==> src/rtl/stage4_issue_queue_ctrl_pkg.sv <==
//------------------------------------------------------------------------------
// Module   : stage4_issue_queue_ctrl_pkg
// Purpose  : Shared types for the decode-to-execute issue queue.
//            - issue_q_state_t : issue controller state (ISSUE / VSET_WAIT)
//            - issue_q_meta_t  : per-entry PC and vsetvl flag
//            - issue_q_entry_t : full entry at the default payload width
// Revision : 1.0 - initial release
//------------------------------------------------------------------------------
`default_nettype none

package stage4_issue_queue_ctrl_pkg;

  localparam int unsigned c_PC_W       = 32;
  localparam int unsigned c_DEF_DATA_W = 64;

  typedef logic [c_PC_W-1:0] word_t;

  typedef enum logic [0:0] {
    ISSUE     = 1'b0,
    VSET_WAIT = 1'b1
  } issue_q_state_t;

  // The payload width is a per-instance parameter, so the queue stores
  // {data, meta} as a flat vector and uses this struct for the fixed part.
  typedef struct packed {
    word_t pc;
    logic  vsetvl;
  } issue_q_meta_t;

  // Complete entry at the default payload width.
  typedef struct packed {
    logic [c_DEF_DATA_W-1:0] data;
    word_t                   pc;
    logic                    vsetvl;
  } issue_q_entry_t;

  // Stored entry width for a given payload width.
  function automatic int unsigned issue_q_entry_w(input int unsigned data_w);
    return data_w + $bits(issue_q_meta_t);
  endfunction

endpackage

`default_nettype wire

==> src/rtl/stage4_issue_queue_ctrl_issue_q_fifo.sv <==
//------------------------------------------------------------------------------
// Module   : stage4_issue_queue_ctrl_issue_q_fifo
// Purpose  : Circular FIFO storage for the issue queue (issue_q_fifo).
//            Storage, head/tail pointers, occupancy count, full/empty.
// Ports    : CLK, nRST        - clock, async active-low reset
//            push, pop        - write at tail / advance head (self-gated)
//            clear            - synchronous empty, beats push/pop
//            wdata / rdata    - entry written / entry at head
//            count            - occupancy, $clog2(DEPTH)+1 bits
//            full, empty      - occupancy flags
// Revision : 1.0 - initial release
//------------------------------------------------------------------------------
`default_nettype none

module stage4_issue_queue_ctrl_issue_q_fifo #(
  parameter int DEPTH = 4,     // power of two, >= 2
  parameter int WIDTH = 97
) (
  input  logic               CLK,
  input  logic               nRST,
  input  logic               push,
  input  logic               pop,
  input  logic               clear,
  input  logic [WIDTH-1:0]   wdata,
  output logic [WIDTH-1:0]   rdata,
  output logic [$clog2(DEPTH):0] count,
  output logic               full,
  output logic               empty
);

  localparam int c_PTR_W = $clog2(DEPTH);
  localparam int c_CNT_W = c_PTR_W + 1;
  localparam logic [c_CNT_W-1:0] c_DEPTH_CNT = c_CNT_W'(DEPTH);

  logic [WIDTH-1:0]   r_mem [DEPTH];
  logic [c_PTR_W-1:0] r_head;
  logic [c_PTR_W-1:0] r_tail;
  logic [c_CNT_W-1:0] r_count;

  logic w_push;
  logic w_pop;

  assign full  = (r_count == c_DEPTH_CNT);
  assign empty = (r_count == '0);
  assign count = r_count;
  assign rdata = r_mem[r_head];

  // Never write into a full queue nor read an empty one; clear beats both.
  assign w_push = push && !full  && !clear;
  assign w_pop  = pop  && !empty && !clear;

  // Pointers wrap naturally because DEPTH is a power of two.
  always_ff @(posedge CLK or negedge nRST) begin
    if (!nRST) begin
      r_head  <= '0;
      r_tail  <= '0;
      r_count <= '0;
    end else if (clear) begin
      r_head  <= '0;
      r_tail  <= '0;
      r_count <= '0;
    end else begin
      if (w_push) r_tail <= r_tail + 1'b1;
      if (w_pop)  r_head <= r_head + 1'b1;
      case ({w_push, w_pop})
        2'b10:   r_count <= r_count + 1'b1;
        2'b01:   r_count <= r_count - 1'b1;
        default: r_count <= r_count;
      endcase
    end
  end

  // Payload storage needs no reset: contents are only observed with count != 0.
  always_ff @(posedge CLK) begin
    if (w_push) begin
      r_mem[r_tail] <= wdata;
    end
  end

endmodule

`default_nettype wire

==> src/rtl/stage4_issue_queue_ctrl.sv <==
//------------------------------------------------------------------------------
// Module   : stage4_issue_queue_ctrl
// Purpose  : Decode-to-execute issue queue controller. Buffers decoded
//            packets in order, issues the head under stall/flush, and
//            serializes vector configuration: after a vsetvl issues, nothing
//            else issues until execute pulses vset_done.
// Ports    : CLK, nRST                     - clock, async active-low reset
//            enq_valid/data/pc/vsetvl      - entry from decode
//            full                          - queue full, decode must stall
//            deq_valid/ready/data/pc/vsetvl- head entry to execute
//            stall, flush                  - hazard-unit queue controls
//            vset_done                     - vsetvl committed in execute
//            vset_pending                  - waiting for vset_done
//            count                         - occupancy
// Revision : 1.0 - initial release
//------------------------------------------------------------------------------
`default_nettype none

module stage4_issue_queue_ctrl
  import stage4_issue_queue_ctrl_pkg::*;
#(
  parameter int DEPTH  = 4,
  parameter int DATA_W = 64
) (
  input  logic                   CLK,
  input  logic                   nRST,
  input  logic                   enq_valid,
  input  logic [DATA_W-1:0]      enq_data,
  input  logic [31:0]            enq_pc,
  input  logic                   enq_vsetvl,
  output logic                   full,
  output logic                   deq_valid,
  input  logic                   deq_ready,
  output logic [DATA_W-1:0]      deq_data,
  output logic [31:0]            deq_pc,
  output logic                   deq_vsetvl,
  input  logic                   stall,
  input  logic                   flush,
  input  logic                   vset_done,
  output logic                   vset_pending,
  output logic [$clog2(DEPTH):0] count
);

  localparam int c_ENTRY_W = int'(issue_q_entry_w(DATA_W));

  issue_q_state_t       r_state;
  issue_q_state_t       w_state_next;
  issue_q_meta_t        w_wr_meta;
  issue_q_meta_t        w_rd_meta;
  logic [c_ENTRY_W-1:0] w_wr_entry;
  logic [c_ENTRY_W-1:0] w_rd_entry;
  logic                 w_push;
  logic                 w_pop;
  logic                 w_empty;

  assign w_wr_meta  = '{pc: enq_pc, vsetvl: enq_vsetvl};
  assign w_wr_entry = {enq_data, w_wr_meta};

  assign deq_data   = w_rd_entry[c_ENTRY_W-1 -: DATA_W];
  assign w_rd_meta  = w_rd_entry[$bits(issue_q_meta_t)-1:0];
  assign deq_pc     = w_rd_meta.pc;
  assign deq_vsetvl = w_rd_meta.vsetvl;

  // deq_valid deliberately ignores flush: the hazard unit blocks execute
  // from consuming in a flush cycle, and the pop is suppressed here anyway.
  assign deq_valid    = !w_empty && !stall && (r_state == ISSUE);
  assign w_push       = enq_valid && !full && !flush;
  assign w_pop        = deq_valid && deq_ready && !flush;
  assign vset_pending = (r_state == VSET_WAIT);

  stage4_issue_queue_ctrl_issue_q_fifo #(
    .DEPTH (DEPTH),
    .WIDTH (c_ENTRY_W)
  ) u_fifo (
    .CLK   (CLK),
    .nRST  (nRST),
    .push  (w_push),
    .pop   (w_pop),
    .clear (flush),
    .wdata (w_wr_entry),
    .rdata (w_rd_entry),
    .count (count),
    .full  (full),
    .empty (w_empty)
  );

  always_ff @(posedge CLK or negedge nRST) begin
    if (!nRST) begin
      r_state <= ISSUE;
    end else begin
      r_state <= w_state_next;
    end
  end

  // vset_done outside VSET_WAIT has no effect.
  always_comb begin
    w_state_next = r_state;
    if (flush) begin
      w_state_next = ISSUE;
    end else begin
      case (r_state)
        ISSUE:     if (w_pop && deq_vsetvl) w_state_next = VSET_WAIT;
        VSET_WAIT: if (vset_done)           w_state_next = ISSUE;
        default:                            w_state_next = ISSUE;
      endcase
    end
  end

`ifndef SYNTHESIS
  // Decode is expected to stall on full; a dropped entry is a protocol error.
  always @(posedge CLK) begin
    if (nRST && !flush) begin
      assert (!(enq_valid && full))
        else $warning("issue queue: enqueue while full, entry dropped");
    end
  end
`endif

endmodule

`default_nettype wire

==> config.mk <==
export PLATFORM = sky130hd
export DESIGN_NAME = stage4_issue_queue_ctrl
export DESIGN_NICKNAME = d
export VERILOG_FILES = /design/src/rtl/stage4_issue_queue_ctrl_pkg.sv /design/src/rtl/stage4_issue_queue_ctrl_issue_q_fifo.sv /design/src/rtl/stage4_issue_queue_ctrl.sv
export SDC_FILE = /design/constraint.sdc
export NUM_CORES = 1
export LEC_CHECK = 0
export ABC_AREA = 1
export CORE_MARGIN = 2
export CORE_UTILIZATION = 49
export DETAILED_ROUTE_END_ITERATION = 8
export PLACE_DENSITY = 0.86
export SYNTH_ARGS = -nofsm -noshare
export SYNTH_HDL_FRONTEND = slang
export SYNTH_SLANG_ARGS = --single-unit
export TNS_END_PERCENT = 100
==> constraint.sdc <==
create_clock -name CLK -period 5.8 [get_ports CLK]
set_clock_uncertainty 0.15 [all_clocks]
set_input_delay 0.58 -clock CLK [delete_from_list [all_inputs] [get_ports CLK]]
set_output_delay 0.58 -clock CLK [all_outputs]
set_load 0.1 [all_outputs]
==> out/results.txt <==
Synth warnings: 0
Largest family of logic cells by synthesized area: compound AO/OA/AOI/OAI gates
Leakage Power: 6.17 nW
Minimum setup slack after placement: 1.49 ns
Ratio of routed vias to standard cells: 5.64
Total nets after synthesis: 1123
Clock insertion delay at the later pin of the skew report: 0.50 ns
Worst-case vdd ir drop: 316 uV
Share of synthesized area occupied by flip-flops and latches: 0.800
Count of final max-slew check failures: 0
Violation count after the first detailed-route iteration: 967
Final Hold Violating Endpoints: 0
Remaining max-slew budget at the tightest pin: 0.289
Post-synth top area cell: sky130_fd_sc_hd__edfxtp_1
Floorplan row count: 63
Cell area power density: 432 mW/mm2
Layout cells sized above 1: 0.0613
Depth of the CTS H-tree: 2
Initial Util: 0.499
Data arrival time of the worst path: 4.14 ns
Initial antenna violation count: 1
Cell at the root of the clock tree: sky130_fd_sc_hd__clkbuf_16
Proportion of register bits with asynchronous set or reset after synthesis: 0.0202
Die W: 178 um
Setup repair after global routing missed its margin: false
P&R area growth vs syn: 25.1%
Multiplexer fraction of the synthesized cell area: 0
Final Worst Setup Slack: 0.932 ns
Number of nets with antenna violations after detailed routing: 0
Setup Buffers After CTS: 0
Global router's overall resource usage: 0.204
Flop-to-flop setup slack: 2.91 ns
DRC: 0
Post-Syn Instances: 1014
Highest attainable clock frequency: 0.205 GHz
Most instantiated library cell after synthesis: sky130_fd_sc_hd__edfxtp_1
Hold Path Class: in -> async
Maximum fanout encountered on the critical timing path: 101
Detail Placement HPWL: 18300 um
Routability congestion estimate: 0.742
Fillers: 2058
Via count of the first global-routing pass: 9219
Sum of overflow across all layers after global routing: 0
Final Routed Wirelength: 32600 um
First-pass GRT wire length: 49600 um
Synthesized area: 0.0148 mm2
Count of hold-fix buffers inserted at cts: 0
Count of distinct cell types in the synthesized netlist: 21
Number of cells upsized or downsized after cts: 0
Post-synth top area share: 0.786
Clock buffers created by TritonCTS: 39
Flip-flop and latch count after synthesis: 396
Average size of a mapped cell: 14.6 um2
Clock transition at the registers of the reported paths: 0.06 ns
Number of enable-type register cells in the synthesized netlist: 388
Kind of critical path: reg -> out
Xor/xnor share of the synthesized area: 0.000591
I/O pin count: 207
Run status: finished, final reports clean
Actual transition at the worst max-transition pin: 1.06 ns
Max-cap violations: 0
Count of buffers from port buffering: 206
Tcrit/Tclk final: 0.839
Data required, critical path: 5.07 ns
Largest cells by area after synthesis: sky130_fd_sc_hd__edfxtp_1 79%, sky130_fd_sc_hd__o21ai_0 5.2%, sky130_fd_sc_hd__nor2_1 5.1%
Post-Synth Adder-Cell Area: 0.00473
TritonCTS clock tree: yes
Area of the core: 0.0297 mm2
Smallest hold slack: 0.212 ns
Largest net degree at the start of global routing: 103
Count of vias placed by the detailed router: 9201
Final Critical Period: 4.87 ns
Die height: 178 um
Most used flip-flop cell after synthesis: sky130_fd_sc_hd__edfxtp_1
Compound-gate portion of the synthesized area: 0.110
Critical path endpoint category: primary output
Layout Nets: 1319
Number of clock sinks seen by CTS: 396
Synth Area in Simple Gates: 0.0579
First-pass iteration count of the detailed router: 5
Clock buffer depth: 3
Average wire per cell in the routed design: 20.0 um
Startpoint types: flop
Die area: 0.0316 mm2
Commonest cells in the netlist: 388 x sky130_fd_sc_hd__edfxtp_1, 201 x sky130_fd_sc_hd__nor2_1, 153 x sky130_fd_sc_hd__o21ai_0, 96 x sky130_fd_sc_hd__o22ai_1, 47 x sky130_fd_sc_hd__o21ai_1
Final Setup Violations: 0
cell usage in the layout, fill, tap and decap left out, types with 8 or more instances in the layout:
cell type and instances:
sky130_fd_sc_hd__clkbuf_1 8, sky130_fd_sc_hd__clkbuf_16 39, sky130_fd_sc_hd__inv_1 19, sky130_fd_sc_hd__nand2_1 22, sky130_fd_sc_hd__clkinv_1 8, sky130_fd_sc_hd__edfxtp_1 388, sky130_fd_sc_hd__clkdlybuf4s50_1 206, sky130_fd_sc_hd__o22ai_1 96
sky130_fd_sc_hd__o21ai_1 47, sky130_fd_sc_hd__nor2_1 197, sky130_fd_sc_hd__o21ai_0 153
through the flow:
stage	util	total power [W]	TNS (ns)	instance area (um2)	instances
after CTS	0.624	0.00806	0	18500	1629
after floorplan	-	0.00505	-197.77	14800	1014
final	0.624	0.00802	0	18500	1630
after global placement	0.581	0.00557	0	17300	1559
after detailed placement	0.581	0.00561	0	17300	1559
after global routing	0.624	0.00828	0	18500	1630
critical path: stages, from the launching register on:
cell                              delay, ns
sky130_fd_sc_hd__dfrtp_4               0.82
sky130_fd_sc_hd__inv_6                 0.69
sky130_fd_sc_hd__buf_12                0.43
sky130_fd_sc_hd__nor2_1                0.08
sky130_fd_sc_hd__o22ai_1               0.25
sky130_fd_sc_hd__clkdlybuf4s50_1       1.20
report_power, final:
group | leakage, nW | internal, W | switching, W
combinational | 1.93 | 0.000476 | 0.00171
clock | 0.610 | 0.00147 | 0.000999
sequential | 3.63 | 0.00329 | 0.0000782
total | 6.17 | 0.00523 | 0.00278
sequential cells by signal, indices dropped and copies added, names as in the netlist:
signal / flops
u_fifo.r_mem: 388
u_fifo.r_tail: 2
u_fifo.r_head: 2
vset_pending: 1
u_fifo.count: 3
layout make-up:
type,count,area (um2),share of cell area
Timing Repair Buffer,218,2240,0.121
Inverter,21,85.1,0.00459
Sequential cell,396,11900,0.640
Clock inverter,19,200,0.0108
Multi-Input combinational cell,534,2600,0.140
Tap cell,390,488,0.0263
Antenna cell,1,2.50,0.000135
Clock buffer,51,1060,0.0572
metal layers:
| layer | track usage | part of all wire | up-vias |
|---|---|---|---|
| li1 | - | - | 4207 |
| met1 | 0.254 | 0.39 | 4542 |
| met2 | 0.358 | 0.52 | 401 |
| met3 | 0.0446 | 0.073 | 51 |
| met4 | 0.0625 | 0.024 | 0 |
| met5 | 0 | 0 | - |
path summary, 6_finish.rpt:
path | endpoint | depth (start not counted) | startpoint
min in group CLK | vset_pending | 3 | vset_pending
max in group asynchronous | u_fifo.r_head[0] | 1 | nRST
min | u_fifo.count[2] | 1 | nRST
min reg2reg | vset_pending | 3 | vset_pending
max | deq_data[35] | 5 | u_fifo.r_head[0]
max reg2reg | u_fifo.r_mem[1][6] | 7 | u_fifo.count[0]
logic make-up after synthesis:
| group | count (synthesis) |
|---|---|
| and+or+nand+nor | 227 |
| xor gates and xnor gates | 1 |
| AOI/OAI and AO/OA | 301 |
| adders and majority gates | 5 |
| DFF | 396 |
| buffers and inverters | 84 |
No activity file was read; power rests on OpenSTA's default activity.
